===== config.mk =====
export PLATFORM = sky130hd
export DESIGN_NAME = decode_pipe
export DESIGN_NICKNAME = d
export VERILOG_FILES = /design/src/rtl/decode_pkg.sv /design/src/rtl/decode_fifo.sv /design/src/rtl/decode_pipe.sv
export SDC_FILE = /design/constraint.sdc
export NUM_CORES = 1
export LEC_CHECK = 0
export ABC_AREA = 1
export CAP_MARGIN = 20
export CORE_ASPECT_RATIO = 0.8
export CORE_UTILIZATION = 50
export CTS_BUF_LIST = sky130_fd_sc_hd__clkbuf_16
export CTS_CLUSTER_SIZE = 25
export DETAILED_ROUTE_END_ITERATION = 6
export PLACE_DENSITY = 0.85
export SLEW_MARGIN = 20
export SYNTH_ARGS = -nofsm -noshare
export SYNTH_HDL_FRONTEND = slang
export SYNTH_SLANG_ARGS = --single-unit

===== constraint.sdc =====
create_clock -name clk -period 1.9 [get_ports clk]
set_input_delay 0.38 -clock clk [delete_from_list [all_inputs] [get_ports clk]]
set_output_delay 0.38 -clock clk [all_outputs]
set_load 0.01 [all_outputs]

===== src/rtl/decode_pkg.sv =====
// Shared types and constants for the instruction decode pipeline.
package decode_pkg;

  localparam int unsigned REG_ADDR_WIDTH = 3;
  localparam logic [5:0] OP_0TOX = 6'b100000;
  localparam logic [5:0] OP_XTO0 = 6'b100001;

  typedef enum logic [1:0] {
    TypeNone = 2'b00,
    TypeRegA = 2'b01,
    TypeRegB = 2'b10,
    TypeExt  = 2'b11
  } inst_type_e;

  // Immediate is carried alongside the struct since its width follows INST_WIDTH.
  typedef struct packed {
    inst_type_e                inst_type;
    logic [REG_ADDR_WIDTH-1:0] rf_write_addr;
    logic [REG_ADDR_WIDTH-1:0] rx_addr;
    logic                      reg_used;
    logic                      illegal;
  } decoded_t;

endpackage


===== src/rtl/decode_fifo.sv =====
// Circular buffer of decoded entries with valid/ready handshakes on both sides.
module decode_fifo #(
  parameter int unsigned DEPTH = 2,
  parameter int unsigned WIDTH = 8
) (
  input  logic             clk,
  input  logic             rst,
  input  logic             flush,
  input  logic             in_valid,
  output logic             in_ready,
  input  logic [WIDTH-1:0] wdata,
  output logic             out_valid,
  input  logic             out_ready,
  output logic [WIDTH-1:0] rdata
);

  localparam int unsigned PW = $clog2(DEPTH);
  localparam int unsigned CW = PW + 1;
  localparam logic [CW-1:0] DepthCnt = CW'(DEPTH);

  logic [WIDTH-1:0] mem_q [DEPTH];
  logic [PW-1:0]    wr_ptr_q, rd_ptr_q;
  logic [CW-1:0]    count_q;
  logic             push, pop;

  assign in_ready  = (count_q < DepthCnt);
  assign out_valid = (count_q != '0);
  assign push      = in_valid && in_ready && !flush;
  assign pop       = out_valid && out_ready && !flush;
  // Storage is never reset, so the head is masked whenever it is not valid.
  assign rdata     = out_valid ? mem_q[rd_ptr_q] : '0;

  always_ff @(posedge clk) begin
    if (push) begin
      mem_q[wr_ptr_q] <= wdata;
    end
  end

  always_ff @(posedge clk or posedge rst) begin
    if (rst) begin
      wr_ptr_q <= '0;
      rd_ptr_q <= '0;
      count_q  <= '0;
    end else if (flush) begin
      wr_ptr_q <= '0;
      rd_ptr_q <= '0;
      count_q  <= '0;
    end else begin
      // DEPTH is a power of two, so pointers wrap naturally.
      if (push) wr_ptr_q <= wr_ptr_q + PW'(1);
      if (pop)  rd_ptr_q <= rd_ptr_q + PW'(1);
      unique case ({push, pop})
        2'b10:   count_q <= count_q + CW'(1);
        2'b01:   count_q <= count_q - CW'(1);
        default: count_q <= count_q;
      endcase
    end
  end

endmodule


===== src/rtl/decode_pipe.sv =====
// Combinational instruction decode feeding a registered output buffer.
module decode_pipe
  import decode_pkg::*;
#(
  parameter int unsigned INST_WIDTH = 16,
  parameter int unsigned DEPTH      = 2,
  localparam int unsigned IMM_WIDTH = INST_WIDTH - 8
) (
  input  logic                      clk,
  input  logic                      rst,
  input  logic                      flush,
  input  logic                      in_valid,
  output logic                      in_ready,
  input  logic [INST_WIDTH-1:0]     inst,
  output logic                      out_valid,
  input  logic                      out_ready,
  output logic [IMM_WIDTH-1:0]      immediate,
  output logic [1:0]                inst_type,
  output logic [REG_ADDR_WIDTH-1:0] rf_write_addr,
  output logic [REG_ADDR_WIDTH-1:0] rX_addr,
  output logic                      reg_used,
  output logic                      illegal
);

  localparam int unsigned PayloadWidth = IMM_WIDTH + $bits(decoded_t);

  decoded_t                dec, head;
  logic [IMM_WIDTH-1:0]    head_imm;
  logic [PayloadWidth-1:0] wdata, rdata;

  always_comb begin
    dec               = '0;
    dec.inst_type     = inst_type_e'(inst[1:0]);
    unique case (inst_type_e'(inst[1:0]))
      TypeRegA, TypeRegB: begin
        dec.rf_write_addr = inst[7:5];
        dec.rx_addr       = inst[7:5];
        dec.reg_used      = 1'b1;
      end
      TypeExt: begin
        if (inst[7:2] == OP_0TOX) begin
          dec.rf_write_addr = inst[10:8];
          dec.reg_used      = 1'b1;
        end else if (inst[7:2] == OP_XTO0) begin
          dec.rx_addr  = inst[10:8];
          dec.reg_used = 1'b1;
        end else begin
          dec.illegal = 1'b1;
        end
      end
      default: ;
    endcase
  end

  assign wdata = {inst[INST_WIDTH-1:8], dec};

  decode_fifo #(
    .DEPTH (DEPTH),
    .WIDTH (PayloadWidth)
  ) u_fifo (
    .clk       (clk),
    .rst       (rst),
    .flush     (flush),
    .in_valid  (in_valid),
    .in_ready  (in_ready),
    .wdata     (wdata),
    .out_valid (out_valid),
    .out_ready (out_ready),
    .rdata     (rdata)
  );

  assign {head_imm, head} = rdata;
  assign immediate        = head_imm;
  assign inst_type        = head.inst_type;
  assign rf_write_addr    = head.rf_write_addr;
  assign rX_addr          = head.rx_addr;
  assign reg_used         = head.reg_used;
  assign illegal          = head.illegal;

endmodule

* Word-level counts from Yosys, hierarchy flattened
Memories as Yosys holds them, arrays and structs flattened.
Index checks and enable logic that the tools add are counted.
** Storage, ports and cells
- Bits in registers :: 4
- Bits in writable memories :: 36
- Bits of input ports :: 21
- Memories kept :: 1
** Cells by class
- $add $sub $neg :: 4
- Magnitude comparators :: 1
- Equal/unequal tests :: 7
- Multiplexer cells :: 17
- Reductions and logical operators :: 10
** Memories
- u_fifo.mem_q :: words 2, bits a word 18, read ports 1, clocked after memory_dff 0, write ports 1, RTL line decode_fifo.sv:21 : logic [WIDTH-1:0] mem_q [DEPTH];
** Operators by type and width (number)
- $mux W18 :: 1
- $pmux W7 S2 :: 1
- $eq A6 B6 Y1 const B :: 2
- $mux W1 :: 10
- $eq A2 B2 Y1 const B :: 3
- $mux W3 :: 2
- $reduce_bool A2 Y1 :: 3
- $eq A2 B1 Y1 const B :: 2
- $logic_and A1 B1 Y1 :: 4
- $mux W4 :: 1
- $pmux W2 S2 :: 1
- $reduce_bool A3 Y1 :: 1
- $add A1 B1 Y1 const B :: 2
- $add A2 B1 Y2 const B :: 1
- $lt A2 B2 Y1 const B :: 1
- $mux W2 :: 1
- $reduce_or A2 Y1 :: 1
- $sub A2 B1 Y2 const B :: 1
- $logic_not A1 Y1 :: 1

* Logic depth before layout (Yosys ltp)
Gate-level depths: netlist of run 1.
- Depth after elaboration :: 6
- Mapped depth :: 7
- Mapped depth without buffers :: 7

* By module
A second synthesis of run 1 with hierarchy kept.
** Second synthesis, totals
- Cells, all modules :: 179
- Area, all modules :: 1798.0 µm²
** Modules (own cells, without submodules)
- decode_fifo :: times used 1, cells an instance 138, area an instance 1599.0 µm², sequential area each 1181.1 µm²
- decode_pipe :: times used 1, cells an instance 41, area an instance 198.9 µm², sequential area each 0.0 µm²

* Worst setup path before layout of run 1
No wires, ideal clock.
- Path kind :: reg2reg
- From :: register u_fifo.count_q[1]
- To :: memory u_fifo.mem_q[0][0] (netlist name) (enable)
- Setup time :: 394 ps
- Arrival time :: 1432 ps
- Path slack :: 75 ps
- Stages on the path, launching flop included :: 4
- Period minus slack after synthesis :: 1825 ps
- Cell sequence :: dfrtp_1 inv_2 nand3_1 nor2_1
** On the way
- Cells in the longest elaborated chain, start to end :: 5
** RTL lines
- from (decl) :: RTL line decode_fifo.sv:23 : logic [CW-1:0] count_q;
- from (signal assigned) :: RTL line decode_fifo.sv:53 : 2'b10: count_q <= count_q + CW'(1);
- from (signal assigned) :: RTL line decode_fifo.sv:54 : 2'b01: count_q <= count_q - CW'(1);
- from (signal assigned) :: RTL line decode_fifo.sv:55 : default: count_q <= count_q;
- $lt A2 B2 Y1 :: RTL line decode_fifo.sv:26 : assign in_ready = (count_q < DepthCnt);
- named net in_ready :: RTL line decode_pipe.sv:13 : output logic in_ready,
- $logic_and A1 B1 Y1 (2 in series) :: RTL line decode_fifo.sv:28 : assign push = in_valid && in_ready && !flush;
- $mux W1 :: RTL line decode_fifo.sv:34 : if (push) begin
- $mux W1 (implied by the code) :: RTL line decode_fifo.sv:35 : mem_q[wr_ptr_q] <= wdata;
- to (decl) :: RTL line decode_fifo.sv:21
The timed path passes the listed nets, and every way through them passes these cells.

* Worst setup path after layout of run 1
- From :: register u_fifo.rd_ptr_q
- To :: output port rX_addr[2]
** On the way
- Cells in the longest elaborated chain, start to end :: 2
** RTL lines
- from (decl) :: RTL line decode_fifo.sv:22 : logic [PW-1:0] wr_ptr_q, rd_ptr_q;
- from (signal assigned) :: RTL line decode_fifo.sv:51 : if (pop) rd_ptr_q <= rd_ptr_q + PW'(1);
- $mem_v2 Z2 W18
- $mux W18 :: RTL line decode_fifo.sv:31 : assign rdata = out_valid ? mem_q[rd_ptr_q] : '0;
- to (decl) :: RTL line decode_pipe.sv:20 : output logic [REG_ADDR_WIDTH-1:0] rX_addr,
Every way passes these cells.

==> impl_metrics.csv, run 1 <==
group,metric,value,unit
flow_run,number_of_max_cap_violations,0,
sta,slew_headroom,84.33,%
drt,ant_nets,0,
clocking,clockBufferDepth,2,
clocking,cts_root_buf,"sky130_fd_sc_hd__clkbuf_16",
power_and_ir_drop,comb_power_share,34.1,%
synth,synthesis.yosys.warnings,0,
floorplan,num_rows,19,
global_routing,grt_antenna_before_repair,0,
placed_design,dp_hpwl,2252,um
clocking,clock_sinks,40,
power_and_ir_drop,power.static_leakage,1.037,nW
setup_path,timing.reg2reg.setup_slack,0.50,ns
clocking,cts_inserted_buffers,5,
sta,timing.final.setup_violations,0,
drt,vias,1345,
layout,antenna_cells,0,
floorplan,fp.dieH,56.25,um
sta,timing.setup.tns,0,ns
global_routing,grt_overflow,0,
power_and_ir_drop,power.ir.vdd_worst,0.7499,mV
clocking,clk_pin_slew_worst_paths,0.06,ns
layout,fraction_of_final_layout_cells_with_drive_strength_greater_than_1,19.82,%
drt,initialDrtViolationCount,82,
clocking,htree_num_levels,2,
layout,finalNetCount,244,
placed_design,place.gp.congestion,0.8509,
power_and_ir_drop,post-layout-total-power,0.003104,W
setup_path,critical_path.startpoint,"u_fifo.rd_ptr_q",
clocking,postCtsHoldBufs,0,
floorplan,floorplan.initialDensity,52.99,%
setup_path,critPathBufInv,3,
layout,layout_commonest_cell,"sky130_fd_sc_hd__nand2_1",
sta,finalHoldViolCount,0,
setup_path,worst_path_largest_cell_delay,0.47,ns
global_routing,grt_first_pass_wirelength,5975,um
floorplan,core_region_area,3471,um2
global_routing,aggregate_global_route_resource_usage,20.59,%
synth,synth_area_leaders,"sky130_fd_sc_hd__edfxtp_1 59%, sky130_fd_sc_hd__nand2_1 11%, sky130_fd_sc_hd__dfrtp_1 5.4%, sky130_fd_sc_hd__a21oi_2 5.2%, sky130_fd_sc_hd__a21oi_1 4.1%",
setup_path,r2r-start,"u_fifo.count_q[1]",
power_and_ir_drop,intPower,0.002142,W
synth,netlist_instances,172,
synth,post_synth_top_area_share,58.78,%
drt,drc_errors,0,
synth,synth_seq_cells,40,
layout,area_growth,36.12,%
synth,synth.cell_area,1839,um2
sta,final-max-slew-violation-count,0,
drt,wl_per_cell,13.85,um
min_path,hold_path_class,"in -> async",
floorplan,num_io_pins,41,
global_routing,number_of_global_route_vias_before_repair,1280,
setup_path,critical_path.reg2reg.endpoint,"u_fifo.mem_q[0][7]",
placed_design,detailedPlace.worstSlack,0.06980,ns
clocking,clock_tree_from_tritoncts,"built",
synth,ys_seq_area_share,64.22,%
setup_path,cp-endpoint,"rX_addr[2]",
setup_path,type_of_element_capturing_the_critical_path,"output port",
power_and_ir_drop,p_switching,0.0009617,W
placed_design,port-buffer-count,40,
setup_path,critical_path.cell_chain,"clkinvlp_4, buf_6, nand2_1, a21oi_1, buf_2",
sta,period_share,97.16,%
power_and_ir_drop,switching_share,30.98,%
synth,syn-num-nets,195,
floorplan,die_w,69.81,um
setup_path,crit_path_max_fanout,9,
synth,avgSynthCellArea,10.69,um2
sta,worstMarginPinSlew,0.2342,ns
drt,vias_per_cell,5.095,
clocking,clkLatencyLatePin,0.28,ns
layout,most_used_cells_in_the_layout_excluding_fill_and_tap_cells,"56 x sky130_fd_sc_hd__nand2_1, 36 x sky130_fd_sc_hd__edfxtp_1, 22 x sky130_fd_sc_hd__clkdlybuf4s50_1",
power_and_ir_drop,clockPowerShare,29.7,%
power_and_ir_drop,power_frac_seq,36.2,%
run_status,status,"complete, no violations",
synth,synth_area_leader_cell,"sky130_fd_sc_hd__edfxtp_1",
sta,timing.final.crit_period,1.846,ns
setup_path,critPathTopFamily,"buffers and inverters",
setup_path,worstRegToRegCells,4,
drt,route.final.wire_length,3657,um
setup_path,timing.critical_path.arrival,1.47,ns
setup_path,timing.critical_path.from_type,"register",
sta,skew,0.006542,ns
setup_path,cp.required,1.52,ns
sta,clock.fmax,0.5417,GHz
power_and_ir_drop,p_per_area,1240,nW/um2
sta,rsz_0062_raised_after_global_routing,"no",
setup_path,worst-setup-path-type,"reg -> out",
sta,hold-worst-slack,0.2900,ns
floorplan,die_area,3926,um2
setup_path,timing.critical_path.depth,5,
synth,synth_cell_types,20,
drt,drt_pass1_iterations,5,
sta,setup_slack,0.05388,ns
setup_path,worst_path_max_delay_cell,"sky130_fd_sc_hd__dfrtp_2",
global_routing,maximum_number_of_pins_on_one_net_before_global_route_repair,22,
## Yosys cell counts, drive strengths merged
cell type and number:
edfxtp 36, nor2 10, nand3 7, dfrtp 4, inv 18, a21oi 26, nand4 1, buf 5
nor3 2, o21ai 1, nand2 59, ha 2, o21bai 1
## kinds of logic after synthesis
logic type	share of synthesized area, %
buf+inv	5.646
flops	64.22
simple gates	18.78
fa+ha+maj	1.360
compound gates	10.00
## stage by stage
step	utilization (%)	instances	area [um2]
final	72.13	264	2504
after global routing	72.13	264	2504
after CTS	72.13	264	2504
after detailed placement	67.16	254	2331
after global placement	67.16	254	2331
after floorplan	-	172	1839
## area by class of cell
cell class | instances | area [um2]
sequential | 40 | 1182
fill | 245 | 967.2
multi-input combinational | 109 | 554.3
timing repair buffer | 46 | 473.0
clock buffer | 5 | 125.1
inverter | 18 | 70.07
tap | 42 | 52.55
clock inverter | 3 | 38.79
timing repair inverter | 1 | 7.507
## power groups by stage
| stage | Sequential (W) | Clock, W | Combinational, W |
|---|---|---|---|
| detailed placement | 0.00113 | 0 | 0.00113 |
| global placement | 0.00112 | 0 | 0.00111 |
| CTS | 0.00112 | 0.000937 | 0.00106 |
| global route | 0.00113 | 0.000967 | 0.00115 |
| floorplan | 0.00112 | 0 | 0.000611 |
| finish | 0.00112 | 0.000921 | 0.00106 |
## worst min-delay path by stage
stage	endpoint	slack [ns]
3_5_place_dp	u_fifo.wr_ptr_q	0.58
4_1_cts	u_fifo.wr_ptr_q	0.29
2_1_floorplan	u_fifo.count_q[0]	0.15
3_3_place_gp	u_fifo.wr_ptr_q	0.53
6_report	u_fifo.rd_ptr_q	0.29
5_1_grt	u_fifo.wr_ptr_q	0.32
## repair_timing
item                                    4_1_cts  5_1_grt
buffers inserted                              1        0
gates resized for setup                      27        0
endpoints found under the setup margin       18        0
## flip-flops by register name, summed over array words and instances, names as in the netlist
signal           flops
u_fifo.rd_ptr_q      1
u_fifo.wr_ptr_q      1
u_fifo.count_q       2
u_fifo.mem_q        36
## routing by layer
metal  GRT usage, %  vias to the layer above  part of all wire [%]
met1          25.31                      614                    42
met4          8.286                        0                   1.7
li1               -                      678                     -
met3          6.159                        7                   5.7
met2          34.20                       46                    51
met5              0                        -                     0
## worst reg2reg max path: stages (launching register included)
cell	delay (ns)
sky130_fd_sc_hd__dfrtp_1	0.42
sky130_fd_sc_hd__inv_2	0.14
sky130_fd_sc_hd__nand3_1	0.11
sky130_fd_sc_hd__nor2_1	0.22
sky130_fd_sc_hd__buf_12	0.20
Power figures use the tool's default switching activity.
==> run 2, diff against run 1 <==
--- a/config.mk
+++ b/config.mk
@@ -12,7 +12,7 @@
 export CTS_BUF_LIST = sky130_fd_sc_hd__clkbuf_16
 export CTS_CLUSTER_SIZE = 25
 export DETAILED_ROUTE_END_ITERATION = 6
-export PLACE_DENSITY = 0.85
+export PLACE_DENSITY = 0.9
 export SLEW_MARGIN = 20
 export SYNTH_ARGS = -nofsm -noshare
 export SYNTH_HDL_FRONTEND = slang
==> impl_metrics.csv, run 2 (synthesis gave the netlist of run 1 again) <==
group,metric,value,unit
drt,vias_per_cell,5.256,
clocking,clockBufferDepth,2,
clocking,htree_num_levels,2,
floorplan,die_w,69.81,um
placed_design,place.gp.congestion,0.7869,
layout,fin_util,71.88,%
clocking,ctsResizeCount,21,
floorplan,core_region_area,3471,um2
sta,timing.final.setup_violations,0,
sta,finalHoldViolCount,0,
power_and_ir_drop,p_per_area,1277,nW/um2
power_and_ir_drop,power.static_leakage,1.041,nW
drt,initialDrtViolationCount,125,
placed_design,dp_hpwl,2485,um
floorplan,die_area,3926,um2
setup_path,timing.critical_path.arrival,1.42,ns
clocking,cts_root_buf,"sky130_fd_sc_hd__clkbuf_16",
setup_path,worst_path_largest_cell_delay,0.43,ns
clocking,clock_tree_from_tritoncts,"built",
layout,antenna_cells,0,
clocking,clk_pin_slew_worst_paths,0.05,ns
clocking,clock_sinks,40,
global_routing,grt_antenna_before_repair,0,
drt,drt_pass1_iterations,4,
floorplan,num_io_pins,41,
clocking,clkLatencyLatePin,0.28,ns
layout,largest_reg_flops,36,
sta,rsz_0062_raised_after_global_routing,"no",
sta,period_share,94.70,%
setup_path,worst-setup-path-type,"reg -> out",
setup_path,critPathTopFamily,"buffers and inverters",
drt,vias,1377,
sta,final-max-slew-violation-count,0,
global_routing,grt_first_pass_wirelength,6134,um
placed_design,port-buffer-count,40,
setup_path,cp.required,1.52,ns
power_and_ir_drop,post-layout-total-power,0.003187,W
global_routing,grt_overflow,0,
run_status,status,"complete, no violations",
layout,layout.cell_area.non_filler,2495,um2
layout,reg.largest.list,"u_fifo.mem_q: 36 flops, u_fifo.count_q: 2 flops",
layout,top_register,"u_fifo.mem_q",
clocking,postCtsHoldBufs,0,
min_path,hold_path_class,"in -> async",
floorplan,fp.dieH,56.25,um
global_routing,aggregate_global_route_resource_usage,21.07,%
drt,ant_nets,0,
sta,timing.final.crit_period,1.799,ns
sta,slew_headroom,84.03,%
sta,worstMarginPinSlew,0.2396,ns
clocking,cts_setup_buffers,0,
placed_design,dpl_cell_area,2318,um2
setup_path,crit_path_max_fanout,21,
setup_path,timing.critical_path.from_type,"register",
power_and_ir_drop,power.ir.vdd_worst,0.9024,mV
global_routing,number_of_global_route_vias_before_repair,1378,
layout,fraction_of_final_layout_cells_with_drive_strength_greater_than_1,18.18,%
drt,drc_errors,0,
drt,route.final.wire_length,3651,um
layout,most_used_cells_in_the_layout_excluding_fill_and_tap_cells,"56 x sky130_fd_sc_hd__nand2_1, 36 x sky130_fd_sc_hd__edfxtp_1, 22 x sky130_fd_sc_hd__clkdlybuf4s50_1",
drt,wl_per_cell,13.94,um
setup_path,type_of_element_capturing_the_critical_path,"output port",
setup_path,worst_path_max_delay_cell,"sky130_fd_sc_hd__dfrtp_1",
sta,skew,0.005130,ns
global_routing,maximum_number_of_pins_on_one_net_before_global_route_repair,22,
floorplan,num_rows,19,
sta,timing.setup.tns,0,ns
floorplan,floorplan.initialDensity,52.99,%
sta,clock.fmax,0.5558,GHz
layout,finalNetCount,242,
clocking,cts_inserted_buffers,5,
layout,area_growth,35.65,%
setup_path,critical_path.cell_chain,"nor2_2, buf_12, a21oi_1, dlygate4sd2_1",
layout,layout_commonest_cell,"sky130_fd_sc_hd__nand2_1",
setup_path,critPathBufInv,2,
flow_run,number_of_max_cap_violations,0,
run 2: path summary, 6_finish.rpt:
check	slack (ns)	end	startpoint	cells after the start
max	0.10	rX_addr[1]	u_fifo.count_q[1]	4
min	0.29	u_fifo.wr_ptr_q	rst	2
min in group clk	0.56	u_fifo.wr_ptr_q	u_fifo.wr_ptr_q	2
max reg2reg	0.53	u_fifo.mem_q[0][6]	u_fifo.count_q[1]	4
max in group asynchronous	1.45	u_fifo.count_q[0]	rst	2
min reg2reg	0.56	u_fifo.wr_ptr_q	u_fifo.wr_ptr_q	2
run 2: report_power, final:
group	switching, W	leakage [nW]	internal, W	total, W
Clock	0.000303	0.0952	0.000746	0.00105
Sequential	0.0000467	0.384	0.00107	0.00112
Combinational	0.000584	0.561	0.000435	0.00102
Total	0.000934	1.04	0.00225	0.00319
run 2: metal layers:
metal | vias up | share of wire (%) | GRT usage (%) | routed length [um]
li1 | 670 | - | - | -
met5 | - | 0 | 0 | 0
met1 | 639 | 40 | 24.57 | 1450
met3 | 12 | 5.1 | 4.891 | 187
met4 | 0 | 3.4 | 14.86 | 125
met2 | 56 | 52 | 34.48 | 1887
run 2: cell type report:
type                            count  area [um2]
Inverter                           18       70.07
Tap cell                           42       52.55
Sequential cell                    40        1181
Fill cell                         224       975.9
Clock buffer                        5       125.1
Clock inverter                      3       63.81
Timing Repair Buffer               45       447.9
Multi-Input combinational cell    109       554.3
run 2: per-stage QoR:
stage	setup slack [ns]	hold slack (ns)	cells
3_5_place_dp	0.05578	0.5546	254
6_report	0.1008	0.2901	262
2_1_floorplan	0.07455	0.1461	172
3_3_place_gp	0.08551	0.5313	254
5_1_grt	0.007153	0.2984	262
4_1_cts	0.08262	0.2933	262
==> run 3, diff against run 2 <==
--- a/config.mk
+++ b/config.mk
@@ -12,6 +12,7 @@
 export CTS_BUF_LIST = sky130_fd_sc_hd__clkbuf_16
 export CTS_CLUSTER_SIZE = 25
 export DETAILED_ROUTE_END_ITERATION = 6
+export HOLD_SLACK_MARGIN = 0.06
 export PLACE_DENSITY = 0.9
 export SLEW_MARGIN = 20
 export SYNTH_ARGS = -nofsm -noshare
==> results of run 3 <==
Final layout, timing and power as in run 2 (identical DEF).
